[src/rtl/pc_fetch_pkg.sv]
// Shared constants, FSM encoding and fetch-entry type for the LA32 PC/IF stage.
package pc_fetch_pkg;

  localparam logic [6:0]  ECODE_INT    = 7'h00;
  localparam logic [6:0]  ECODE_ADEF   = 7'h08;
  localparam logic [31:0] NOP_INST_DEF = 32'h0340_0000;
  localparam logic [31:0] RESET_PC_DEF = 32'h1c00_0000;

  typedef enum logic [1:0] {
    S_IDLE    = 2'd0,
    S_REQ     = 2'd1,
    S_WAIT    = 2'd2,
    S_DISCARD = 2'd3
  } fetch_state_e;

  typedef struct packed {
    logic [31:0] pc;
    logic [31:0] inst;
    logic        is_exc;
    logic [6:0]  cause;
  } fetch_entry_t;

  // An interrupt pending as the instruction enters the output slot outranks any fetch fault.
  function automatic fetch_entry_t tag_entry(input logic [31:0] pc,
                                             input logic [31:0] inst,
                                             input logic        is_exc,
                                             input logic [6:0]  cause,
                                             input logic        irq);
    fetch_entry_t e;
    e.pc     = pc;
    e.inst   = inst;
    e.is_exc = is_exc | irq;
    e.cause  = irq ? ECODE_INT : cause;
    return e;
  endfunction

endpackage

[src/rtl/pc_fetch_if_skid_buf.sv]
// One-entry skid buffer catching a fetch response that arrives while ID holds the output slot.
module if_skid_buf
  import pc_fetch_pkg::*;
(
  input  logic         clk,
  input  logic         rst,
  input  logic         i_push,
  input  fetch_entry_t i_entry,
  input  logic         i_pop,
  input  logic         i_flush,
  output logic         o_valid,
  output fetch_entry_t o_entry
);

  logic         r_valid;
  fetch_entry_t r_entry;

  always_ff @(posedge clk or negedge rst) begin
    if (!rst) begin
      r_valid <= 1'b0;
      r_entry <= '0;
    end else if (i_flush) begin
      r_valid <= 1'b0;
    end else if (i_push) begin
      r_valid <= 1'b1;
      r_entry <= i_entry;
    end else if (i_pop) begin
      r_valid <= 1'b0;
    end
  end

  assign o_valid = r_valid;
  assign o_entry = r_entry;

endmodule

[src/rtl/pc_fetch.sv]
// LA32 PC and instruction-fetch stage: one outstanding SRAM-like request, redirect/pause
// handling, and a registered output slot with a 1-entry skid toward ID.
//
// state     | meaning
// IDLE      | no request; waiting for permission or for a redirect after ADEF
// REQ       | request presented at pc until inst_addr_ok (misaligned pc raises ADEF instead)
// WAIT      | request accepted; waiting for inst_data_ok
// DISCARD   | redirected while outstanding; drop the next response, pc holds new target
module pc_fetch
  import pc_fetch_pkg::*;
#(
  parameter logic [31:0] RESET_PC = RESET_PC_DEF,
  parameter logic [31:0] NOP_INST = NOP_INST_DEF
) (
  input  logic        clk,
  input  logic        rst,
  input  logic        pause_pc,
  input  logic        pause_if,
  input  logic        exception_flush,
  input  logic [31:0] exception_in_pc,
  input  logic        is_interrupt,
  input  logic        branch_flag,
  input  logic [31:0] branch_target,
  output logic        inst_req,
  output logic [31:0] inst_addr,
  input  logic        inst_addr_ok,
  input  logic        inst_data_ok,
  input  logic [31:0] inst_rdata,
  output logic        if_valid,
  output logic [31:0] if_pc,
  output logic [31:0] if_inst,
  output logic        if_is_exception,
  output logic [6:0]  if_exception_cause
);

  fetch_state_e r_state, w_state_nxt;
  logic [31:0]  r_pc, w_pc_nxt;
  logic [31:0]  r_fly_pc;
  logic         r_adef_stall, w_adef_stall_nxt;
  logic         w_adef_fire;

  logic         r_if_valid;
  fetch_entry_t r_slot, w_slot_nxt;
  logic         w_slot_load;

  logic         w_skid_valid;
  fetch_entry_t w_skid_entry;
  fetch_entry_t w_resp_entry;

  logic         w_redirect;
  logic [31:0]  w_target;
  logic         w_slot_free;
  logic         w_misalign;
  logic         w_accept;
  logic         w_data_in;
  logic         w_perm;

  assign w_redirect = exception_flush | branch_flag;
  assign w_target   = exception_flush ? exception_in_pc : branch_target;
  assign w_slot_free = !r_if_valid || !pause_if;
  assign w_misalign = |r_pc[1:0];
  assign w_perm     = !pause_pc && (!w_skid_valid || w_slot_free);

  assign inst_req  = (r_state == S_REQ) && !w_misalign;
  assign inst_addr = r_pc;
  assign w_accept  = inst_req && inst_addr_ok;
  assign w_data_in = (r_state == S_WAIT) && inst_data_ok;

  always_comb begin
    w_state_nxt      = r_state;
    w_pc_nxt         = r_pc;
    w_adef_stall_nxt = r_adef_stall;
    w_adef_fire      = 1'b0;
    case (r_state)
      S_IDLE: begin
        if (w_redirect) begin
          w_pc_nxt         = w_target;
          w_adef_stall_nxt = 1'b0;
        end else if (!r_adef_stall && w_perm) begin
          w_state_nxt = S_REQ;
        end
      end
      S_REQ: begin
        if (w_accept) begin
          w_state_nxt = w_redirect ? S_DISCARD : S_WAIT;
          w_pc_nxt    = w_redirect ? w_target : r_pc + 32'd4;
        end else if (w_redirect) begin
          w_pc_nxt = w_target;
        end else if (w_misalign && w_slot_free && !w_skid_valid) begin
          w_adef_fire      = 1'b1;
          w_adef_stall_nxt = 1'b1;
          w_state_nxt      = S_IDLE;
        end
      end
      S_WAIT: begin
        if (w_redirect) begin
          w_pc_nxt = w_target;
          // Response landing with the redirect is dropped right here; nothing left to discard.
          if (inst_data_ok) w_state_nxt = pause_pc ? S_IDLE : S_REQ;
          else              w_state_nxt = S_DISCARD;
        end else if (inst_data_ok) begin
          w_state_nxt = (!pause_pc && w_slot_free) ? S_REQ : S_IDLE;
        end
      end
      S_DISCARD: begin
        if (w_redirect) w_pc_nxt = w_target;
        if (inst_data_ok) w_state_nxt = pause_pc ? S_IDLE : S_REQ;
      end
      default: w_state_nxt = S_IDLE;
    endcase
  end

  always_ff @(posedge clk or negedge rst) begin
    if (!rst) begin
      r_state      <= S_IDLE;
      r_pc         <= RESET_PC;
      r_fly_pc     <= '0;
      r_adef_stall <= 1'b0;
    end else begin
      r_state      <= w_state_nxt;
      r_pc         <= w_pc_nxt;
      r_adef_stall <= w_adef_stall_nxt;
      if (w_accept) r_fly_pc <= r_pc;
    end
  end

  assign w_resp_entry = tag_entry(r_fly_pc, inst_rdata, 1'b0, ECODE_INT, 1'b0);

  if_skid_buf u_skid (
    .clk     (clk),
    .rst     (rst),
    .i_push  (w_data_in && !w_redirect && !w_slot_free),
    .i_entry (w_resp_entry),
    .i_pop   (w_skid_valid && w_slot_free && !w_redirect),
    .i_flush (w_redirect),
    .o_valid (w_skid_valid),
    .o_entry (w_skid_entry)
  );

  // Skid is older than any in-flight response, so it drains first.
  always_comb begin
    w_slot_load = w_skid_valid || w_data_in || w_adef_fire;
    if (w_skid_valid)
      w_slot_nxt = tag_entry(w_skid_entry.pc, w_skid_entry.inst, w_skid_entry.is_exc,
                             w_skid_entry.cause, is_interrupt);
    else if (w_data_in)
      w_slot_nxt = tag_entry(r_fly_pc, inst_rdata, 1'b0, ECODE_INT, is_interrupt);
    else
      w_slot_nxt = tag_entry(r_pc, NOP_INST, 1'b1, ECODE_ADEF, is_interrupt);
  end

  always_ff @(posedge clk or negedge rst) begin
    if (!rst) begin
      r_if_valid <= 1'b0;
      r_slot     <= '0;
    end else if (w_redirect) begin
      r_if_valid <= 1'b0;
    end else if (w_slot_free) begin
      r_if_valid <= w_slot_load;
      if (w_slot_load) r_slot <= w_slot_nxt;
    end
  end

  assign if_valid           = r_if_valid;
  assign if_pc              = r_slot.pc;
  assign if_inst            = r_slot.inst;
  assign if_is_exception    = r_slot.is_exc;
  assign if_exception_cause = r_slot.cause;

endmodule

[config.mk]
export PLATFORM = sky130hd
export DESIGN_NAME = pc_fetch
export DESIGN_NICKNAME = d
export VERILOG_FILES = /design/src/rtl/pc_fetch_pkg.sv /design/src/rtl/pc_fetch_if_skid_buf.sv /design/src/rtl/pc_fetch.sv
export SDC_FILE = /design/constraint.sdc
export NUM_CORES = 1
export LEC_CHECK = 0
export CORE_MARGIN = 2
export CORE_UTILIZATION = 51
export CTS_CLUSTER_SIZE = 10
export DETAILED_ROUTE_END_ITERATION = 6
export PLACE_DENSITY = 0.83
export SLEW_MARGIN = 10
export SYNTH_ARGS = -nofsm -noshare
export SYNTH_HDL_FRONTEND = slang
export SYNTH_SLANG_ARGS = --single-unit
[constraint.sdc]
create_clock -name clk -period 2 [get_ports clk]
set_input_delay 0.3 -clock clk [delete_from_list [all_inputs] [get_ports clk]]
set_output_delay 0.3 -clock clk [all_outputs]
set_load 0.05 [all_outputs]
==> Word-level counts from Yosys, hierarchy flattened <==
Cells that the tools add are included.
{ "totals": {"reg_bits": 205, "input_bits": 105, "word_cells": 97} }
{ "op_classes": {"add_sub_neg": 1, "eq_ne": 13, "n_mux": 35, "n_bitwise": 2, "n_reduce_logical": 34} }
{ "op_table": {"columns": ["op", "count"], "rows": [
  ["72-bit 2-to-1 mux", 2],
  ["32-bit 2-to-1 mux", 4],
  ["32-bit case mux with 2 select lines", 1],
  ["32-bit by 3-bit adder with 32-bit output (second input constant)", 1],
  ["2-bit 2-to-1 mux", 9],
  ["1-bit 2-to-1 mux", 16],
  ["1-bit logical AND", 12],
  ["2-bit inequality test (second input constant)", 6],
  ["1-bit logical NOT", 8],
  ["2-bit case mux with 4 select lines", 1],
  ["3-bit inequality test (second input constant)", 2],
  ["6-bit AND reduction", 1],
  ["5-bit AND reduction", 1],
  ["2-bit equality test (second input constant)", 2],
  ["1-bit logical OR", 4],
  ["4-bit 2-to-1 mux", 1],
  ["2-bit nonzero test", 2],
  ["3-bit by 2-bit inequality test with 1-bit output (second input constant)", 1],
  ["3-bit AND reduction", 1],
  ["3-bit nonzero test", 1],
  ["3-bit OR reduction", 1],
  ["2-bit by 1-bit equality test with 1-bit output (second input constant)", 1],
  ["2-bit logical NOT", 1],
  ["2-bit by 1-bit inequality test with 1-bit output (second input constant)", 1],
  ["other kinds (5)", 5]
]} }

==> Logic depth before layout (Yosys ltp) <==
{ "depth": {"ltp_word": 11, "mapped_depth": 8, "depth_no_buf": 6} }

==> Modules after synthesis <==
Synthesis repeated with hierarchy kept, for this count alone.
{ "unflattened": {"hier_cells": 1057, "hier_area_um2": 10316.1} }
{ "by_module_without_submodules": {"columns": ["module", "n_inst", "cells_per_inst", "area_per_inst_um2"], "rows": [
  ["pc_fetch", 1, 900, 7226.9],
  ["if_skid_buf", 1, 157, 3089.2]
]} }

==> Worst setup path after synthesis <==
OpenSTA, ideal clock, no wires.
{ "synth_timing": {"kind": "register to register", "start": "register r_pc[5], in the netlist inst_addr[5]", "end": "register r_pc[20], in the netlist inst_addr[20]", "setup_time_ps": 135, "arrival_ps": 1985, "required_time_ps": 1865, "path_slack_ps": -119, "stages_incl_launch_ff": 7, "n_path_buf": 1, "synth_period_minus_slack_ps": 2119, "path_cell_list": "dfrtp_1 > and4_1 > buf_4 > nand4_4 > or4_1 > a21oi_1 > o31ai_1"} }
{ "synth_between": {"elab_chain_len": 4} }
{ "synth_rtl": {"columns": ["element", "line_no", "text"], "rows": [
  ["start, declared", "pc_fetch.sv:37", "logic [31:0] r_pc, w_pc_nxt;"],
  ["start signal, assigned", "pc_fetch.sv:121", "r_pc <= w_pc_nxt;"],
  ["32-bit by 3-bit adder with 32-bit output", "pc_fetch.sv:86", "w_pc_nxt = w_redirect ? w_target : r_pc + 32'd4;"],
  ["32-bit 2-to-1 mux", "pc_fetch.sv:86", null],
  ["32-bit 2-to-1 mux", "pc_fetch.sv:84", "if (w_accept) begin"],
  ["32-bit case mux with 2 select lines", "pc_fetch.sv:74", "case (r_state)"],
  ["net w_pc_nxt[20]", "pc_fetch.sv:37", null]
]} }
The timed path passes the listed nets, and every way through them passes these cells.
A chain may end at the register's enable or synchronous reset.

==> Worst setup path in the final report <==
{ "layout_timing": {"start": "register r_if_valid, in the netlist if_valid", "end": "output if_valid"} }
{ "layout_lines": {"columns": ["element", "line_no", "text"], "rows": [
  ["start, declared", "pc_fetch.sv:42", "logic r_if_valid;"],
  ["start signal, assigned", "pc_fetch.sv:159", "r_if_valid <= w_slot_load;"],
  ["end, declared", "pc_fetch.sv:29", "output logic if_valid,"]
]} }
No word-level cell between the ends.

==> flow_summary.ini <==
[power_and_ir_drop]
pwr-share-seq_pct = 38.9
p_leak_nw = 6.06
clkPwrFrac_pct = 25.6
peakVddDrop_uv = 602
p_int_mw = 8.91
netSwitchingPower_mw = 5.22
power_frac_comb_pct = 35.5
switching_share_pct = 36.9
p_per_area_nw_per_um2 = 1080

[timing]
tightestPinTransition_ns = 0.648
min_period_ns = 1.96
finalSetupViolations = 0
hold_viol_final = 0
max_freq_mhz = 510
tns_ns = 0
slew_headroom_pct = 56.7
fin_skew_ns = 0.0111
period_share_pct = 98.1
drv_slew = 0
fin_ws_ns = 0.0377

[finish]
stdcell_area_um2 = 13000
final_cells = 1375
nets = 1234
drive_above_1_share_pct = 21.2
syn2layout_area_growth_pct = 33.5
antenna_cells = 0

[synthesis]
seq_area_frac_synth_pct = 51.0
synth_top_area_share_pct = 50.2
yosysMostFrequentCell = dfrtp_1
synth_area_leaders = dfrtp_1 50%, mux2_4 9.2%, o21ai_0 4.4%
syn_inst = 907
yosysWarnings = 0
ys.flop_type = dfrtp_1
ys_seq_elements = 199
synth_common_cells = 196 x dfrtp_1, 108 x nand2_1, 86 x o21ai_0
synth_top_area_cell = dfrtp_1
synth_edf_count = 0
synthArstFlopShare_pct = 100
synth_area_um2 = 9770
synth.avg_cell_area_um2 = 10.8
ys_types = 50

[placed_design]
dp_hpwl_um = 17700
gp_congestion = 0.915
dp.cells = 1341
portBuffers = 204
placed_cell_area_um2 = 12400
pre_cts_ws_ns = -0.172

[outcome]
status = complete, no violations

[global_routing]
grt_pass1_vias = 7767
grt_pass1_wl_um = 40800
antenna_found_initial = 1
grt_overflow = 0
grt_usage_pct = 25.8
grt_max_degree = 93

[clock_network]
cts_tree = done
numCtsBuffers = 17
clk_latency_ns = 0.43
htreeDepth = 4
cts.sinks = 199
cts_buffer_depth = 2
root_buffer = clkbuf_16
clkSlewWorstSetupHoldPaths_ns = 0.07

[die]
rows = 50
start_util_pct = 52.0
die_x_um = 142
fp.coreArea_um2 = 18800
ios = 211
die_area_um2 = 20300
dieHeight_um = 142

[critical_path]
critPathRequiredTime_ns = 1.70
crit_slowest_cell = clkdlybuf4s50_1
critical-path-top-delay-family = buffers and inverters
critPathMaxStageDelay_ns = 0.87
crit_buf_inv = 1
worstSetupPathType = reg -> out
crit_arrival_ns = 1.66
path_cells = clkdlybuf4s50_1
crit_path_max_fanout = 3
worst_setup_path_start_kind = flip-flop
cp-end-kind = output port

[job]
maxCapViolCount = 0

[route]
vias = 7805
drt-initial-drc-count = 540
routed_via_density = 5.68
routedWlPerCell_um = 18.7
ant_nets = 0
wirelength_um = 25700
drc = 0
firstDrtPassIters = 5

[min_path]
hold_path.class = in -> async
[metal layers]
metal | track usage (%) | vias to the layer above | wire [um]
met2 | 41.5 | 321 | 12400
met5 | 0 | - | 13
met3 | 5.96 | 36 | 1770
met4 | 8.96 | 2 | 454
li1 | - | 3635 | -
met1 | 34.6 | 3811 | 11100
[layout make-up]
cell class | instances | area (um^2)
Clock buffer | 20 | 447
Clock inverter | 12 | 174
Fill cell | 1392 | 5730
Inverter | 3 | 11.3
Multi-Input combinational cell | 635 | 4440
Sequential cell | 199 | 5000
Tap cell | 234 | 293
Timing Repair Buffer | 272 | 2670
[logic make-up (layout without fill, tap and decap cells)]
| kind of cell | after synthesis | after routing | synth area share [%] |
|---|---|---|---|
| DFF | 199 | 199 | 51.0 |
| xor gates and xnor gates | 25 | 25 | 2.24 |
| adders and majority gates | 1 | 1 | 0.128 |
| muxes | 130 | 130 | 16.8 |
| and+or+nand+nor | 271 | 271 | 14.2 |
| other | 1 | 6 | 0.0384 |
| buffers and inverters | 78 | 307 | 4.07 |
| AOI/OAI and AO/OA | 202 | 202 | 11.5 |
[power groups by stage]
| stage | combinational (mW) | clock [mW] | sequential [mW] |
|---|---|---|---|
| 6_report | 5.02 | 3.62 | 5.49 |
| 5_1_grt | 5.32 | 3.85 | 5.59 |
| 4_1_cts | 5.03 | 3.68 | 5.48 |
| 3_5_place_dp | 5.02 | 0 | 5.54 |
| 3_3_place_gp | 4.93 | 0 | 5.49 |
| 2_1_floorplan | 1.44 | 0 | 7.14 |
[cell usage in the layout (no fill, tap or decap), types with 10 or more instances in the layout]
cell	netlist	final
dfrtp_1	196	183
clkdlybuf4s50_1	0	167
nand2_1	108	107
o21ai_0	86	86
a21oi_1	77	77
buf_4	10	74
mux2_4	60	60
nor2_1	52	52
mux2i_1	38	38
mux2_2	32	32
nor3b_1	29	29
xnor2_1	23	23
a22oi_1	17	17
nand3_1	17	17
clkbuf_16	0	17
dlygate4sd2_1	0	14
buf_12	0	14
dfrtp_2	0	12
nor2b_1	11	11
nor3_1	11	10
[worst paths after layout]
path | startpoint | endpoint | slack, ns | depth (start not counted)
min in group clk | exception_in_pc[4] | inst_addr[4] | 0.43 | 3
max reg2reg | inst_addr[5] | inst_addr[27] | 0.11 | 6
min | rst | if_inst[13] | 0.39 | 2
min reg2reg | if_inst[17] | if_inst[17] | 0.48 | 2
max in group asynchronous | rst | inst_addr[26] | 0.89 | 3
max | if_valid | if_valid | 0.04 | 1
[metrics by stage]
step,util (%),hold slack (ns),power (mW)
2_1_floorplan,-,0.00441,8.58
3_3_place_gp,66.0,0.286,10.4
5_1_grt,69.4,0.398,14.8
6_report,69.4,0.390,14.1
3_5_place_dp,66.0,0.288,10.6
4_1_cts,69.2,0.392,14.2
[registers in the layout, summed over array words and instances (netlist names), 2 cells and up]
name / flops
u_skid.o_entry: 64
if_inst: 32
if_pc: 32
inst_addr: 32
r_fly_pc: 32
r_state: 2
[what timing repair did]
action / in CTS / in global routing
cloned: 0 / 0
pin swaps: 0 / 1
setup buffers: 0 / 1
endpoints found under the hold margin: 46 / 0
setup endpoints to repair: 14 / 22
gates resized for setup: 14 / 7
hold buffers: 1 / 0
Note: power is estimated with default switching activity, not from simulation.
